File: src/rtl/snn_pkg.sv
// Shared types and constants for the SNN input loader.
// SNN_ASCII_OUT_EN selects ASCII formatting of the result byte.
package snn_pkg;

   localparam int         NUM_PIXELS_DEFAULT = 784;
   localparam int         BYTES_PER_IMAGE    = NUM_PIXELS_DEFAULT / 8;
   localparam logic [7:0] ASCII_ZERO         = 8'h30;
   localparam logic [7:0] ASCII_QMARK        = 8'h3F;

   typedef enum logic [2:0] {
      IDLE,
      UNPACK,
      KICK,
      WAIT_DONE,
      SEND
   } loader_state_t;

   function automatic logic [7:0] format_result(input logic [3:0] r);
`ifdef SNN_ASCII_OUT_EN
      format_result = (r > 4'd9) ? ASCII_QMARK : (ASCII_ZERO + {4'h0, r});
`else
      format_result = {4'h0, r};
`endif
   endfunction

endpackage

File: src/rtl/snn_input_loader_bit_unpacker.sv
// Serialises one byte LSB-first over 8 cycles; busy doubles as the RAM write strobe.
module bit_unpacker (
   input  logic       clk,
   input  logic       rst_n,
   input  logic       load,
   input  logic [7:0] load_data,
   output logic       busy,
   output logic       bit_out,
   output logic       last_bit
);
   logic [7:0] shift_q;
   logic [7:0] shift_d;
   logic [2:0] bit_cnt_q;
   logic       busy_q;

   genvar gi;
   generate
      for (gi = 0; gi < 7; gi++) begin : g_shift
         assign shift_d[gi] = shift_q[gi+1];
      end
   endgenerate
   assign shift_d[7] = 1'b0;

   // A load on the last bit restarts the sequence with no gap cycle.
   always_ff @(posedge clk or negedge rst_n) begin
      if (!rst_n) begin
         shift_q   <= 8'h00;
         bit_cnt_q <= 3'd0;
         busy_q    <= 1'b0;
      end else if (load) begin
         shift_q   <= load_data;
         bit_cnt_q <= 3'd0;
         busy_q    <= 1'b1;
      end else if (busy_q) begin
         shift_q   <= shift_d;
         bit_cnt_q <= bit_cnt_q + 3'd1;
         if (bit_cnt_q == 3'd7) busy_q <= 1'b0;
      end
   end

   assign busy     = busy_q;
   assign bit_out  = shift_q[0];
   assign last_bit = busy_q && (bit_cnt_q == 3'd7);

endmodule

File: src/rtl/snn_input_loader.sv
// Loads a packed image into the SNN input RAM, kicks the core and returns its result.
// Define SNN_ASCII_OUT_EN to send the result as an ASCII digit.
module snn_input_loader
   import snn_pkg::*;
#(
   parameter int NUM_PIXELS = 784,
   parameter int ADDR_WIDTH = 10
) (
   input  logic                  clk,
   input  logic                  rst_n,
   input  logic                  rx_rdy,
   input  logic [7:0]            rx_data,
   output logic [ADDR_WIDTH-1:0] ram_addr,
   output logic                  ram_data,
   output logic                  ram_we,
   output logic                  start,
   input  logic                  done,
   input  logic [3:0]            digit,
   input  logic                  tx_busy,
   output logic                  tx_start,
   output logic [7:0]            tx_data,
   output logic                  overrun
);
   loader_state_t         state_q;
   logic [ADDR_WIDTH-1:0] pix_cnt_q;
   logic [7:0]            buf_q;
   logic                  buf_full_q;
   logic [3:0]            result_q;
   logic                  start_q;
   logic                  tx_start_q;
   logic [7:0]            tx_data_q;
   logic                  overrun_q;

   logic       up_load;
   logic [7:0] up_data;
   logic       up_busy;
   logic       up_bit;
   logic       up_last;
   logic       frame_end;

   assign frame_end = up_last && (pix_cnt_q == ADDR_WIDTH'(NUM_PIXELS - 1));

   // The holding buffer always takes priority over a fresh byte.
   always_comb begin
      up_load = 1'b0;
      up_data = rx_data;
      case (state_q)
         IDLE: begin
            if (buf_full_q) begin
               up_load = 1'b1;
               up_data = buf_q;
            end else if (rx_rdy) begin
               up_load = 1'b1;
            end
         end
         UNPACK: begin
            if (up_last && !frame_end && buf_full_q) begin
               up_load = 1'b1;
               up_data = buf_q;
            end
         end
         default: ;
      endcase
   end

   bit_unpacker u_unpacker (
      .clk       (clk),
      .rst_n     (rst_n),
      .load      (up_load),
      .load_data (up_data),
      .busy      (up_busy),
      .bit_out   (up_bit),
      .last_bit  (up_last)
   );

   always_ff @(posedge clk or negedge rst_n) begin
      if (!rst_n) begin
         state_q    <= IDLE;
         pix_cnt_q  <= '0;
         buf_q      <= 8'h00;
         buf_full_q <= 1'b0;
         result_q   <= 4'h0;
         start_q    <= 1'b0;
         tx_start_q <= 1'b0;
         tx_data_q  <= 8'h00;
         overrun_q  <= 1'b0;
      end else begin
         start_q    <= 1'b0;
         tx_start_q <= 1'b0;
         if (up_busy) pix_cnt_q <= pix_cnt_q + ADDR_WIDTH'(1);
         case (state_q)
            IDLE: begin
               if (buf_full_q) begin
                  buf_full_q <= rx_rdy;
                  if (rx_rdy) buf_q <= rx_data;
                  state_q <= UNPACK;
               end else if (rx_rdy) begin
                  if (pix_cnt_q == '0) overrun_q <= 1'b0;
                  state_q <= UNPACK;
               end
            end
            UNPACK: begin
               if (up_load) buf_full_q <= 1'b0;
               if (rx_rdy) begin
                  if (buf_full_q) begin
                     overrun_q <= 1'b1;
                  end else begin
                     buf_q      <= rx_data;
                     buf_full_q <= 1'b1;
                  end
               end
               if (frame_end) begin
                  start_q <= 1'b1;
                  state_q <= KICK;
               end else if (up_last && !buf_full_q) begin
                  state_q <= IDLE;
               end
            end
            KICK: begin
               if (rx_rdy) overrun_q <= 1'b1;
               pix_cnt_q <= '0;
               state_q   <= WAIT_DONE;
            end
            WAIT_DONE: begin
               if (rx_rdy) overrun_q <= 1'b1;
               if (done) begin
                  result_q <= digit;
                  // Idle transmitter: skip SEND so the reply leaves one cycle after done.
                  if (!tx_busy) begin
                     tx_start_q <= 1'b1;
                     tx_data_q  <= format_result(digit);
                     state_q    <= IDLE;
                  end else begin
                     state_q <= SEND;
                  end
               end
            end
            SEND: begin
               if (rx_rdy) overrun_q <= 1'b1;
               if (!tx_busy) begin
                  tx_start_q <= 1'b1;
                  tx_data_q  <= format_result(result_q);
                  state_q    <= IDLE;
               end
            end
            default: state_q <= IDLE;
         endcase
      end
   end

   assign ram_addr = pix_cnt_q;
   assign ram_data = up_bit;
   assign ram_we   = up_busy;
   assign start    = start_q;
   assign tx_start = tx_start_q;
   assign tx_data  = tx_data_q;
   assign overrun  = overrun_q;

endmodule
File: config.mk
export PLATFORM = sky130hd
export DESIGN_NAME = snn_input_loader
export DESIGN_NICKNAME = d
export VERILOG_FILES = /design/src/rtl/snn_pkg.sv /design/src/rtl/snn_input_loader_bit_unpacker.sv /design/src/rtl/snn_input_loader.sv
export SDC_FILE = /design/constraint.sdc
export NUM_CORES = 1
export LEC_CHECK = 0
export ABC_AREA = 1
export BUFFER_PORTS_ARGS = -buffer_cell sky130_fd_sc_hd__buf_2
export CORE_AREA = 2 2 77 98
export CTS_CLUSTER_DIAMETER = 120
export CTS_CLUSTER_SIZE = 8
export DETAILED_ROUTE_END_ITERATION = 10
export DIE_AREA = 0 0 79 100
export GPL_TIMING_DRIVEN = 1
export PLACE_DENSITY = 0.6
export SETUP_SLACK_MARGIN = 0.5
export SKIP_CTS_REPAIR_TIMING = 1
export SYNTH_ARGS = -nofsm -noshare
export SYNTH_HDL_FRONTEND = slang
export SYNTH_HIERARCHICAL = 1
export SYNTH_SLANG_ARGS = --single-unit
File: constraint.sdc
create_clock -name clk -period 2.09 [get_ports clk]
set_input_delay 0.3135 -clock clk [delete_from_list [all_inputs] [get_ports clk]]
set_output_delay 0.3135 -clock clk [all_outputs]
set_load 0.05 [all_outputs]
After elaboration in Yosys (flattened, before gate mapping)
Index checks and enable logic that the tools add are counted.
- bits in registers: 49
- input port bits: 17
- logic and storage cells: 101
- reductions and logical operators: 20
- mux-type cells: 49
- equal/unequal tests: 18
- add/subtract/negate cells: 2
- operators with widths (cell ; number):
    $mux 8 ; 10
    $pmux 8 s2 ; 3
    $mux 3 ; 9
    $mux 1 ; 20
    $mux 10 ; 2
    $ne 2x2->1 const B ; 9
    $pmux 3 s5 ; 1
    $reduce_and 4->1 ; 3
    $add 10x1->10 const B ; 1
    $eq 10x10->1 const B ; 1
    $logic_not 10->1 ; 1
    $reduce_bool 2->1 ; 4
    $reduce_and 7->1 ; 1
    $eq 3x2->1 const B ; 2
    $eq 3x3->1 const B ; 2
    $ne 3x3->1 const B ; 2
    $pmux 1 s2 ; 3
    $logic_and 1x1->1 ; 5
    $add 3x1->3 const B ; 1
    $eq 3x1->1 const B ; 1
    $logic_not 3->1 ; 1
    $pmux 1 s3 ; 1
    $reduce_bool 3->1 ; 1
    $reduce_or 3->1 ; 1
    3 further kinds ; 4

Longest topological paths before layout
Gate-level depths: netlist (run 1).
- depth in word-level cells: 12
- gate-level depth with buffers: 13
- depth with buffers taken out: 12

By module
Netlist (run 1), hierarchy kept.
- by module, submodules not included (module ; cells an instance ; area each (µm²) ; instances ; sequential area each (µm²)):
    snn_input_loader ; 328 ; 2287.2 ; 1 ; 825.8
    bit_unpacker ; 63 ; 571.8 ; 1 ; 300.3

Worst setup path after synthesis (run 1)
OpenSTA, ideal clock, no wires.
- path type: register to register
- from: register pix_cnt_q[0], in the netlist ram_addr[0]
- to: register u_unpacker.shift_q[0]
- arrival time: 2.133 ns
- setup time: 0.068 ns
- slack: -0.111 ns
- period minus slack after synthesis: 2.201 ns
- stages on the path, launching flop included: 12
- path through: dfrtp_1 -> ha_1 -> nand2_1 -> nor2_4 -> nand4_2 -> nand3_1 -> nand2_1 -> buf_6 -> nor2_4 -> buf_6 -> nand2_1 -> nand3_1
- cells in the longest elaborated chain, start to end: 8
- elaborated cells between the ends (all ways): 11
- classes of those cells: eq/ne: 1; mux: 5; reduce/logical: 5
- ends and longest elaborated chain (element ; RTL line ; text):
    start: declaration ; snn_input_loader.sv:25 ; logic [ADDR_WIDTH-1:0] pix_cnt_q;
    start signal: assignment ; snn_input_loader.sv:90 ; if (up_busy) pix_cnt_q <= pix_cnt_q + ADDR_WIDTH'(1);
    $eq 10x10->1 * ; snn_input_loader.sv:41 ; assign frame_end = up_last && (pix_cnt_q == ADDR_WIDTH'(NUM_PIXELS - 1));
    $logic_and 1x1->1 * ; snn_input_loader.sv:41 ;
    $logic_not 1->1 * ; snn_input_loader.sv:57 ; if (up_last && !frame_end && buf_full_q) begin
    $logic_and 1x1->1 * (2 in a row) ; snn_input_loader.sv:57 ;
    $mux 1 * ; snn_input_loader.sv:57 ;
    $pmux 1 s2 * ; snn_input_loader.sv:47 ; case (state_q)
    via up_load ; snn_input_loader.sv:34 ; logic up_load;
    $mux 8 / $reduce_bool 2->1 (equally long branches) ; n/a ;
    end signal: assignment ; snn_input_loader_bit_unpacker.sv:31 ; shift_q <= load_data;
    end signal: assignment ; snn_input_loader_bit_unpacker.sv:35 ; shift_q <= shift_d;
    end: declaration ; snn_input_loader_bit_unpacker.sv:11 ; logic [7:0] shift_q;
The timed path passes the listed nets; every way through them passes the cells marked *.
A chain may end at the register's enable or synchronous reset.

Final worst setup path (run 1)
- from: register u_unpacker.bit_cnt_q[0]
- to: register u_unpacker.bit_cnt_q[0]
- cells in the longest elaborated chain, start to end: 9
- elaborated cells between the ends (all ways): 12
- classes of those cells: add/sub: 1; eq/ne: 1; mux: 4; reduce/logical: 6
- ends and longest elaborated chain (element ; RTL line ; text):
    start: declaration ; snn_input_loader_bit_unpacker.sv:13 ; logic [2:0] bit_cnt_q;
    start signal: assignment ; snn_input_loader_bit_unpacker.sv:36 ; bit_cnt_q <= bit_cnt_q + 3'd1;
    $eq 3x3->1 * ; snn_input_loader_bit_unpacker.sv:43 ; assign last_bit = busy_q && (bit_cnt_q == 3'd7);
    $logic_and 1x1->1 * ; snn_input_loader_bit_unpacker.sv:43 ;
    via up_last ; snn_input_loader.sv:38 ; logic up_last;
    $logic_and 1x1->1 ; snn_input_loader.sv:41 ;
    $logic_not 1->1 ; snn_input_loader.sv:57 ;
    $logic_and 1x1->1 * (2 in a row) ; snn_input_loader.sv:57 ;
    $mux 1 * ; snn_input_loader.sv:57 ;
    $pmux 1 s2 * ; snn_input_loader.sv:47 ;
    via up_load ; snn_input_loader.sv:34 ;
    $mux 3 / $reduce_bool 2->1 (equally long branches) ; n/a ;
The timed path passes the listed nets; every way through them passes the cells marked *. The select of a mux whose other input is x is not followed.

==> metrics.yaml, run 1 <==
sta:
  hold_violations: 20
  setup_slack_ns: 0.3898
  tns_ns: 0
  finalCritPeriodShare: 0.8135
  tightestPinTransition_ns: 0.5450
  maxSlewHeadroom: 0.6367
  maxSlewViolCount: 0
  hold_ws_ns: -0.01532
  fmax_mhz: 588.2
  skew_ns: 0.004542
  period_needed_ns: 1.700
  rsz0062_at_grt: "true"
  setup_viol: 0
global_route:
  grt-ovfl-total: 0
  grt_start_max_net_pins: 26
  antenna_found_initial: 0
  grt_pass1_vias: 2466
  grt_first_pass_wirelength_um: 11590
  gr-usage-all-layers: 0.1824
clocking:
  root_buffer: "clkbuf_8"
  cts_tree: "built"
  htreeDepth: 2
  cts_inserted_buffers: 5
  cts.sinks: 45
  clock_latency_ns: 0.30
  path_clk_slew_ns: 0.09
  cts_buffer_depth: 2
power:
  p_per_area_nw_per_um2: 1369
  ir_drop_mv: 0.7490
  power.leakage_nw: 1.812
drt:
  num_vias: 2719
  route.detailed.drc: 0
  wl_per_cell_um: 13.10
  first_pass_iters: 4
  drtAntennaViolNets: 0
  viasPerCell: 5.082
  totalWireLength_um: 7011
  drt_iter0_drc: 89
worst_setup_path:
  rr_startpoint: "u_unpacker/bit_cnt_q[0]$_DFFE_PN0P_"
  reg2reg_to: "u_unpacker/bit_cnt_q[0]$_DFFE_PN0P_"
  critical_path.cell_chain: "ha_1, ha_2, nand2_2, inv_2, nand2_1, inv_2, nand3_4, nand2_4, nor2_4, buf_6, nand2_1, o21ai_1"
  cpPeakStageDelay_ns: 0.40
  crit_fanout: 10
  critPathLaunchType: "flop"
  worstPathArrival_ns: 1.93
  r2r_setup_slack_ns: 0.39
  reg2reg_depth: 12
  endpoint_kind: "flop"
  crit_required_ns: 2.32
  crit_type: "reg -> reg"
  slowest_stage: "dfrtp_1"
final_layout:
  filler_cell_count: 720
  nets: 463
  syn_to_final_growth_pct: 23.63
  final_util: 0.4982
  drive_gt1_frac: 0.2889
  diodes: 0
status:
  failed_checks: "negative hold slack"
  outcome: "finished, violations left"
die:
  coreArea_um2: 7094
  die_area_um2: 7900
  die_y_um: 100
  initial_utilization: 0.4030
  ios: 40
  core.rowCount: 35
  die_width_um: 79
logic_synthesis:
  synth_edf_count: 0
  syn_inst: 391
  synth_seq_cells: 45
  yosys_warnings: 6
  syn_area_per_cell_um2: 7.312
  synthTopCellsByCount: "nand2_1 (104), nand3_1 (53), inv_1 (46)"
  syn_area_um2: 2859
  async_flop_share: 1.000
  synth_top_area_share: 0.3939
  yosys-top-cells-area: "dfrtp_1 (39%), nand2_1 (14%), nand3_1 (9.3%)"
  yosys_most_used_dff: "dfrtp_1"
  yosys.area.top_type: "dfrtp_1"
  yosysSeqAreaShare: 0.3939
  yosysUniqueCellTypes: 35
  yosysMostFrequentCell: "nand2_1"
placed_design:
  pre_cts_ws_ns: 0.1694
  gp_congestion: 0.8252
  dp_hpwl_um: 4848
  io_buffers: 35
run:
  drv_cap: 0
hold_path:
  hp-class: "in -> async"
==> metal layers <==
layer / GRT usage / routed length, um
met5: 0 / 0
met4: 0.04377 / 59
met3: 0.03417 / 225
met2: 0.3155 / 3613
met1: 0.2354 / 3112
==> layout make-up <==
cell class                 instances  area, um2  area share
multi-input combinational        277       1587      0.4488
sequential                        45       1132      0.3204
timing repair buffer              58      375.4      0.1062
inverter                          55      214.0     0.06053
tap                               92      115.1     0.03257
clock buffer                       6      72.57     0.02053
clock inverter                     2      38.79     0.01097
==> cell families after synthesis <==
kind of cell    share of synthesized area
compound gates                     0.1195
fa+ha+maj                         0.01751
buf+inv                            0.1239
flops                              0.3939
other cells                      0.001312
simple gates                       0.3440
==> worst max-delay path, delay by kind of cell, from the launching register on <==
| kind | cells | cell delay (ns) |
|---|---|---|
| buf+inv | 3 | 0.25 |
| fa+ha+maj | 2 | 0.38 |
| flops | 1 | 0.40 |
| compound gates | 1 | 0.08 |
| simple gates | 6 | 0.52 |
==> sequential cells by signal, summed over array words and instances (netlist names), 3 cells and up <==
name,cells
buf_q,8
state_q,3
u_unpacker/bit_cnt_q,3
ram_addr,10
result_q,4
tx_data,4
u_unpacker/shift_q,8
==> metrics by stage <==
stage / cells / area, um2 / power [mW]
floorplan: 394 / 2908 / 3.392
global placement: 513 / 3143 / 3.856
detailed placement: 513 / 3143 / 3.900
CTS: 521 / 3254 / 4.591
global route: 535 / 3535 / 5.226
finish: 535 / 3535 / 4.839
==> report_power, final <==
part	leakage, nW	switching (mW)	internal [mW]
sequential	0.542	0.329	1.22
clock	0.0554	0.317	0.359
combinational	1.21	1.72	0.890
total	1.81	2.36	2.47
==> layout by cell type (no fill, tap or decap), types with 2 or more instances in the layout <==
master and count:
nand3_2 17, nor2_8 2, dfrtp_1 40, a21oi_1 18, nand2_4 4, o21ai_1 19, buf_4 19, nor3_1 4
nor2_2 2, nor2_4 7, nand3_1 36, dfrtp_2 5, inv_1 45, buf_6 2, buf_2 35, conb_1 4
ha_1 2, nand2_1 96, inv_2 8, clkbuf_8 5, nor2_1 19, nand4_1 9, o211ai_1 4, nand2_2 7
o21ai_0 14
==> how the worst max path moves through the flow <==
stage                                        startpoint                                  end  slack, ns  cells past startpoint
floorplan                       ram_addr[0]$_DFFE_PN0P_    u_unpacker/shift_q[0]$_DFFE_PN0P_       0.22                     11
global placement    u_unpacker/bit_cnt_q[0]$_DFFE_PN0P_  u_unpacker/bit_cnt_q[0]$_DFFE_PN0P_       0.24                     11
CTS                 u_unpacker/bit_cnt_q[0]$_DFFE_PN0P_    u_unpacker/shift_q[1]$_DFFE_PN0P_       0.14                     11
detailed placement  u_unpacker/bit_cnt_q[0]$_DFFE_PN0P_    u_unpacker/shift_q[1]$_DFFE_PN0P_       0.17                     11
global route        u_unpacker/bit_cnt_q[0]$_DFFE_PN0P_  u_unpacker/bit_cnt_q[0]$_DFFE_PN0P_       0.26                     12
finish              u_unpacker/bit_cnt_q[0]$_DFFE_PN0P_  u_unpacker/bit_cnt_q[0]$_DFFE_PN0P_       0.39                     12
No activity file was read; power rests on OpenSTA's default activity.
==> run 2: changes to the inputs <==
--- a/config.mk
+++ b/config.mk
@@ -5,15 +5,15 @@
 export SDC_FILE = /design/constraint.sdc
 export NUM_CORES = 1
 export LEC_CHECK = 0
-export ABC_AREA = 1
+export ABC_AREA = 0
 export BUFFER_PORTS_ARGS = -buffer_cell sky130_fd_sc_hd__buf_2
-export CORE_AREA = 2 2 77 98
+export CORE_AREA = 2 2 70 89
 export CTS_CLUSTER_DIAMETER = 120
 export CTS_CLUSTER_SIZE = 8
 export DETAILED_ROUTE_END_ITERATION = 10
-export DIE_AREA = 0 0 79 100
+export DIE_AREA = 0 0 72 91
 export GPL_TIMING_DRIVEN = 1
-export PLACE_DENSITY = 0.6
+export PLACE_DENSITY = 0.61
 export SETUP_SLACK_MARGIN = 0.5
 export SKIP_CTS_REPAIR_TIMING = 1
 export SYNTH_ARGS = -nofsm -noshare
==> constraint.sdc (replaced) <==
create_clock -name clk -period 1.6 [get_ports clk]
set_input_delay 0.24 -clock clk [delete_from_list [all_inputs] [get_ports clk]]
set_output_delay 0.24 -clock clk [all_outputs]
set_load 0.05 [all_outputs]
==> run 2 against run 1 <==
  * The flow finishes with violations (negative hold slack, negative setup slack)
  * Total power grew 29%
  * Die area shrank 17%
  * Non-clock buffer count grew 21
  * Sequential share of layout area grew 0.84 points
  * Area after synthesis shrank 19%
  * Critical path type unchanged
  * Largest cell class unchanged
  * Largest power group unchanged
==> metrics.yaml, run 2 <==
status:
  outcome: "finished, violations left"  # unchanged
  failed_checks: "negative hold slack, negative setup slack"  # was negative hold slack
worst_setup_path:
  critPathLaunchType: "flop"  # unchanged
  crit_fanout: 8  # was 10
  crit_type: "reg -> reg"  # unchanged
  crit_required_ns: 1.79  # was 2.32 ns
  endpoint_kind: "flop"  # unchanged
  worstPathArrival_ns: 2.08  # was 1.93 ns
logic_synthesis:
  yosys.area.top_type: "dfrtp_1"  # unchanged
  synth_compound_area_frac: 0.09101  # was 0.1195
  yosys_warnings: 6  # unchanged
  yosysSeqAreaShare: 0.4847  # was 0.3939
  yosysUniqueCellTypes: 42  # was 35
  syn_inst: 213  # was 391
  yosys_most_used_dff: "dfrtp_1"  # unchanged
  synth_top_area_share: 0.4847  # was 0.3939
  synthMuxAreaShare: 0.1572  # was 0
  synthTopCellsByCount: "dfrtp_1 (45), nor2_1 (22), mux2_2 (20)"  # was nand2_1 (104), nand3_1 (53), inv_1 (46)
  syn_area_um2: 2323  # was 2859 um2
  synth-simple-area-share: 0.1470  # was 0.3440
  synth_seq_cells: 45  # unchanged
  syn_area_per_cell_um2: 10.91  # was 7.312 um2
  async_flop_share: 1.000  # unchanged
  synthAdderAreaFrac: 0.02154  # was 0.01751
  yosys-top-cells-area: "dfrtp_1 (48%), mux2_2 (9.7%), mux2i_1 (6.0%)"  # was dfrtp_1 (39%), nand2_1 (14%), nand3_1 (9.3%)
  synth_edf_count: 0  # unchanged
  synthXorXnorAreaFrac: 0.03393  # was 0
  yosysMostFrequentCell: "dfrtp_1"  # was nand2_1
  synth_top_family_by_area: "multiplexers"  # was simple AND/OR/NAND/NOR gates
clocking:
  cts_tree: "built"  # unchanged
  cts_inserted_buffers: 5  # unchanged
  htreeDepth: 2  # unchanged
  path_clk_slew_ns: 0.08  # was 0.09 ns
  clock_latency_ns: 0.30  # about the same
  cts.sinks: 45  # unchanged
  root_buffer: "clkbuf_8"  # unchanged
  cts_buffer_depth: 2  # unchanged
placed_design:
  io_buffers: 35  # unchanged
  gp_congestion: 0.7800  # was 0.8252
  place_area_um2: 2753  # was 3143 um2
  dp_hpwl_um: 3271  # was 4848 um
  pre_cts_ws_ns: -0.3317  # was 0.1694 ns
  place_inst: 329  # was 513
global_route:
  grt-ovfl-total: 0  # unchanged
  grt_start_max_net_pins: 21  # was 26
  grt_pass1_vias: 1593  # was 2466
  gr-usage-all-layers: 0.1434  # was 0.1824
  antenna_found_initial: 0  # unchanged
  grt_first_pass_wirelength_um: 7320  # was 11590 um
sta:
  maxSlewViolCount: 0  # unchanged
  hold_violations: 18  # was 20
  finalCritPeriodShare: 1.180  # was 0.8135
  setup_viol: 12  # was 0
  period_needed_ns: 1.888  # was 1.700 ns
  hold_ws_ns: -0.1128  # was -0.01532 ns
  tns_ns: -2.796  # was 0 ns
  skew_ns: 0.007520  # was 0.004542 ns
  setup_slack_ns: -0.2877  # was 0.3898 ns
  rsz0062_at_grt: "true"  # unchanged
  fmax_mhz: 529.7  # was 588.2 MHz
final_layout:
  diodes: 0  # unchanged
  final_util: 0.6101  # was 0.4982
  final_area_um2: 3478  # was 3535 um2
  nets: 309  # was 463
  drive_gt1_frac: 0.5675  # was 0.2889
  fin_cells: 355  # was 535
  final_common_cell: "dfrtp_1"  # was nand2_1
  largest_register_ffs: 10  # unchanged
  syn_to_final_growth_pct: 49.70  # was 23.63%
  filler_cell_count: 464  # was 720
  final_cell_mix: "dfrtp_1 (31), buf_6 (27), buf_4 (23)"  # was nand2_1 (96), inv_1 (45), dfrtp_1 (40)
die:
  initial_utilization: 0.4075  # was 0.4030
  coreArea_um2: 5702  # was 7094 um2
  die_width_um: 72  # was 79 um
  die_y_um: 91  # was 100 um
  core.rowCount: 31  # was 35
  ios: 40  # unchanged
  die_area_um2: 6552  # was 7900 um2
drt:
  wl_met1_um: 2232  # was 3112 um
  wl_met3_um: 160  # was 225 um
  drt_iter0_drc: 36  # was 89
  totalWireLength_um: 5109  # was 7011 um
  drtAntennaViolNets: 0  # unchanged
  first_pass_iters: 4  # unchanged
  routed-wl-met2_um: 2606  # was 3613 um
  top_layer_used: "met4"  # unchanged
  num_vias: 1801  # was 2719
  route.detailed.drc: 0  # unchanged
  wl_per_cell_um: 14.39  # was 13.10 um
  viasPerCell: 5.073  # was 5.082
run:
  drv_cap: 0  # unchanged
power:
  p_seq_frac: 0.297  # was 0.321
  power_mw: 6.240  # was 4.839 mW
  ir_drop_mv: 0.7874  # was 0.7490 mV
  combPwrFrac: 0.561  # was 0.539
  intPower_mw: 3.889  # was 2.474 mW
  netSwitchingPower_mw: 2.350  # was 2.365 mW
  clockPowerShare: 0.143  # was 0.140
  p_per_area_nw_per_um2: 1794  # was 1369 nW/um2
  p_sw_frac: 0.3767  # was 0.4887
  power.leakage_nw: 1.660  # was 1.812 nW
hold_path:
  hp-class: "in -> async"  # unchanged
==> run 2: cell types whose count changed after synthesis, moves of 7 or more <==
cell     change
a21oi_1      -9
inv_2        -7
nand2_1     -88
nand3_1     -51
inv_1       -39
o21ai_1     -14
mux2i_1     +14
mux2_2      +20
==> run 2: power by group through the flow <==
| stage | logic (mW) | clock network (mW) | registers, mW |
|---|---|---|---|
| finish | 3.50 | 0.890 | 1.85 |
| global placement | 2.42 | 0 | 1.81 |
| global route | 3.76 | 0.964 | 1.90 |
| CTS | 2.46 | 0.921 | 1.80 |
| floorplan | 1.43 | 0 | 2.26 |
| detailed placement | 2.45 | 0 | 1.83 |
==> run 2: worst max-delay path: stages, from the launching register on <==
cell and delay (ns):
dfrtp_2 0.44, nor4_4 0.30, nand4_2 0.19, o2111ai_4 0.25
buf_12 0.17, mux2_4 0.30, nand2_2 0.08, o21ai_2 0.05
==> run 2: routing by layer <==
layer  global-route usage  vias to the layer above
li1                     -                      880
met5                    0                        -
met2               0.2346                       32
met4              0.06604                        0
met1               0.1749                      879
met3              0.03663                       10
==> run 2: kinds of logic after synthesis <==
logic type	Yosys count
multiplexers	34
other	1
flip-flops	45
AND/OR/NAND/NOR	65
buffers and inverters	23
AO/OA/AOI/OAI	32
adder cells (fa/ha/maj)	4
XOR/XNOR	9
==> run 2: final cells by class <==
type                            count  area (um2)  share of cell area
Clock buffer                        7       86.33             0.02482
Clock inverter                      1       30.03            0.008633
Multi-Input combinational cell    150        1338              0.3845
Tap cell                           66       82.58             0.02374
Sequential cell                    45        1144              0.3288
Inverter                            7       31.28            0.008993
Timing Repair Buffer               79       767.0              0.2205
==> run 2: path summary, 6_finish.rpt <==
check	to	cells after the start	slack [ns]	startpoint
min in group clk	buf_q[4]$_DFFE_PN0P_	2	0.18	rx_data[4]
max in group asynchronous	buf_q[7]$_DFFE_PN0P_	2	1.12	rst_n
hold / removal	ram_addr[1]$_DFFE_PN0P_	1	-0.11	rst_n
setup reg to reg	u_unpacker/shift_q[6]$_DFFE_PN0P_	7	-0.29	ram_addr[5]$_DFFE_PN0P_
hold reg to reg	result_q[1]$_DFFE_PN0P_	1	0.51	result_q[1]$_DFFE_PN0P_
setup / recovery	u_unpacker/shift_q[6]$_DFFE_PN0P_	7	-0.29	ram_addr[5]$_DFFE_PN0P_
==> run 3: changes to the inputs <==
--- a/config.mk
+++ b/config.mk
@@ -13,6 +13,7 @@
 export DETAILED_ROUTE_END_ITERATION = 10
 export DIE_AREA = 0 0 72 91
 export GPL_TIMING_DRIVEN = 1
+export HOLD_SLACK_MARGIN = 0.05
 export PLACE_DENSITY = 0.61
 export SETUP_SLACK_MARGIN = 0.5
 export SKIP_CTS_REPAIR_TIMING = 1
==> constraint.sdc (replaced) <==
create_clock -name clk -period 2.4 [get_ports clk]
set_input_delay 0.36 -clock clk [delete_from_list [all_inputs] [get_ports clk]]
set_output_delay 0.36 -clock clk [all_outputs]
set_load 0.05 [all_outputs]
==> run 3 against run 2 <==
  * The flow now finishes without violations
  * Utilization shrank 12 points
  * Count of clock-buffer cells in the layout shrank 2
  * Sequential power decreased by 32%
  * Sequential cell count stayed put
  * Worst hold slack better by 0.39 ns
  * Global-route usage down 0.74 points
  * Critical endpoint is now u_unpacker/shift_q[3]$_DFFE_PN0P_
==> metrics.yaml, run 3 (same netlist as run 2, synthesis figures left out) <==
status:
  outcome: "complete, no violations"  # was finished, violations left
sta:
  tns_ns: 0  # was -2.796 ns
  finalCritPeriodShare: 0.8204  # was 1.180
  setup_slack_ns: 0.4310  # was -0.2877 ns
  setup_viol: 0  # was 12
  period_needed_ns: 1.969  # was 1.888 ns
  fmax_mhz: 507.9  # was 529.7 MHz
  hold_violations: 0  # was 18
  rsz0062_at_grt: "true"  # unchanged
  skew_ns: 0.004530  # was 0.007520 ns
  maxSlewViolCount: 0  # unchanged
drt:
  drtAntennaViolNets: 0  # unchanged
  num_vias: 1636  # was 1801
  totalWireLength_um: 4265  # was 5109 um
  route.detailed.drc: 0  # unchanged
  drt_iter0_drc: 64  # was 36
  wl_per_cell_um: 13.33  # was 14.39 um
  first_pass_iters: 4  # unchanged
  viasPerCell: 5.113  # was 5.073
clocking:
  htreeDepth: 2  # unchanged
  clock_latency_ns: 0.29  # was 0.30 ns
  cts_buffer_depth: 2  # unchanged
  cts_inserted_buffers: 5  # unchanged
  cts.sinks: 45  # unchanged
  cts_tree: "built"  # unchanged
  path_clk_slew_ns: 0.08  # about the same
  root_buffer: "clkbuf_8"  # unchanged
power:
  ir_drop_mv: 0.5161  # was 0.7874 mV
  intPower_mw: 2.094  # was 3.889 mW
  p_seq_frac: 0.367  # was 0.297
  clockPowerShare: 0.192  # was 0.143
  combPwrFrac: 0.440  # was 0.561
  p_sw_frac: 0.3912  # was 0.3767
  p_per_area_nw_per_um2: 1228  # was 1794 nW/um2
  netSwitchingPower_mw: 1.346  # was 2.350 mW
  power.leakage_nw: 1.364  # was 1.660 nW
final_layout:
  multi_input_area_um2: 1136  # was 1338 um2
  final_common_cell: "dfrtp_1"  # unchanged
  drive_gt1_frac: 0.3780  # was 0.5675
  diodes: 0  # unchanged
  filler_cell_count: 552  # was 464
  largest_register_ffs: 10  # unchanged
  seq_area_um2: 1137  # was 1144 um2
  syn_to_final_growth_pct: 20.57  # was 49.70%
  final_cell_mix: "dfrtp_1 (36), buf_2 (35), nor2_1 (22)"  # was dfrtp_1 (31), buf_6 (27), buf_4 (23)
  nets: 274  # was 309
global_route:
  grt-ovfl-total: 0  # unchanged
  grt_pass1_vias: 1577  # was 1593
  gr-usage-all-layers: 0.1360  # was 0.1434
  grt_first_pass_wirelength_um: 7100  # was 7320 um
  antenna_found_initial: 0  # unchanged
  grt_start_max_net_pins: 46  # was 21
worst_setup_path:
  crit_buf_inv: 1  # unchanged
  worstPathArrival_ns: 2.13  # was 2.08 ns
  cpPeakStageDelay_ns: 0.39  # was 0.44 ns
  endpoint_kind: "flop"  # unchanged
  critical_path.cell_chain: "ha_1, ha_1, and2_4, nand2b_4, o2111ai_4, buf_12, mux2_4, nand2_1, o21ai_0"  # was nor4_4, nand4_2, o2111ai_4, buf_12, mux2_4, nand2_2, o21ai_2
  critPathLaunchType: "flop"  # unchanged
  crit_fanout: 8  # unchanged
  crit_top_cell: "ha_1"
  r2r_setup_slack_ns: 0.43  # was -0.29 ns
  slowest_stage: "dfrtp_1"  # was dfrtp_2
  crit_required_ns: 2.57  # was 1.79 ns
  crit_type: "reg -> reg"  # unchanged
  critPathTopFamily: "adder cells"  # was simple AND/OR/NAND/NOR gates
die:
  initial_utilization: 0.4075  # unchanged
  die_width_um: 72  # unchanged
  die_area_um2: 6552  # unchanged
  die_y_um: 91  # unchanged
  coreArea_um2: 5702  # unchanged
  ios: 40  # unchanged
  core.rowCount: 31  # unchanged
run:
  drv_cap: 0  # unchanged
placed_design:
  io_buffers: 35  # unchanged
  gp_congestion: 0.8159  # was 0.7800
  dp_hpwl_um: 2887  # was 3271 um
  pre_cts_ws_ns: 0.2895  # was -0.3317 ns
hold_path:
  hp-class: "in -> reg"  # was in -> async
run 3: cell count changes in the layout (fill, tap and decap cells not counted), sizes merged:
cell / delta
a21oi: -1
clkbuf: -2
and2: -1
buf: -34
clkinv: +1
bufinv: +1
dlygate4sd3: +1
run 3: per-stage QoR:
step	std cells	utilization	area (um2)	hold slack [ns]	power (mW)
5_1_grt	320	0.4913	2801	0.2869	3.681
4_1_cts	313	0.4694	2676	0.03919	3.319
3_5_place_dp	305	0.4459	2542	0.3616	2.638
3_3_place_gp	305	0.4459	2542	0.3636	2.592
2_1_floorplan	216	-	2366	0.06441	2.410
6_report	320	0.4913	2801	0.2811	3.440
run 3: final timing paths:
| kind | start | to | cells after the start |
|---|---|---|---|
| min reg2reg | buf_q[4]$_DFFE_PN0P_ | buf_q[4]$_DFFE_PN0P_ | 1 |
| min | tx_busy | tx_start$_DFF_PN0_ | 2 |
| max reg2reg | u_unpacker/bit_cnt_q[0]$_DFFE_PN0P_ | u_unpacker/shift_q[3]$_DFFE_PN0P_ | 9 |
| max | u_unpacker/bit_cnt_q[0]$_DFFE_PN0P_ | u_unpacker/shift_q[3]$_DFFE_PN0P_ | 9 |
| max in group asynchronous | rst_n | ram_addr[4]$_DFFE_PN0P_ | 3 |
| min in group asynchronous | rst_n | tx_data[2]$_DFFE_PN0P_ | 3 |
run 3: area by class of cell:
class | count | share of cell area
multi-input combinational | 148 | 0.4055
sequential | 45 | 0.4060
clock inverter | 3 | 0.02322
tap | 66 | 0.02948
timing repair buffer | 46 | 0.1018
clock buffer | 5 | 0.02456
inverter | 7 | 0.009379
run 3: power groups by stage:
stage / combinational [mW] / sequential, mW / clock, mW
after floorplan: 0.916 / 1.49 / 0
after global placement: 1.33 / 1.26 / 0
after detailed placement: 1.36 / 1.27 / 0
after CTS: 1.37 / 1.26 / 0.690
after global routing: 1.66 / 1.31 / 0.717
final: 1.51 / 1.26 / 0.662
run 3: worst reg2reg max path, stage by stage (launching register included):
cell,delay [ns]
dfrtp_1,0.39
ha_1,0.21
ha_1,0.20
and2_4,0.18
nand2b_4,0.14
o2111ai_4,0.12
buf_12,0.17
mux2_4,0.30
nand2_1,0.07
o21ai_0,0.09
run 3: per-layer routing:
metal,GRT usage,vias to the layer above,wire [um]
li1,-,803,-
met1,0.1683,796,1873
met2,0.2307,30,2154
met3,0.03330,7,166
met4,0.04245,0,70
met5,0,-,0
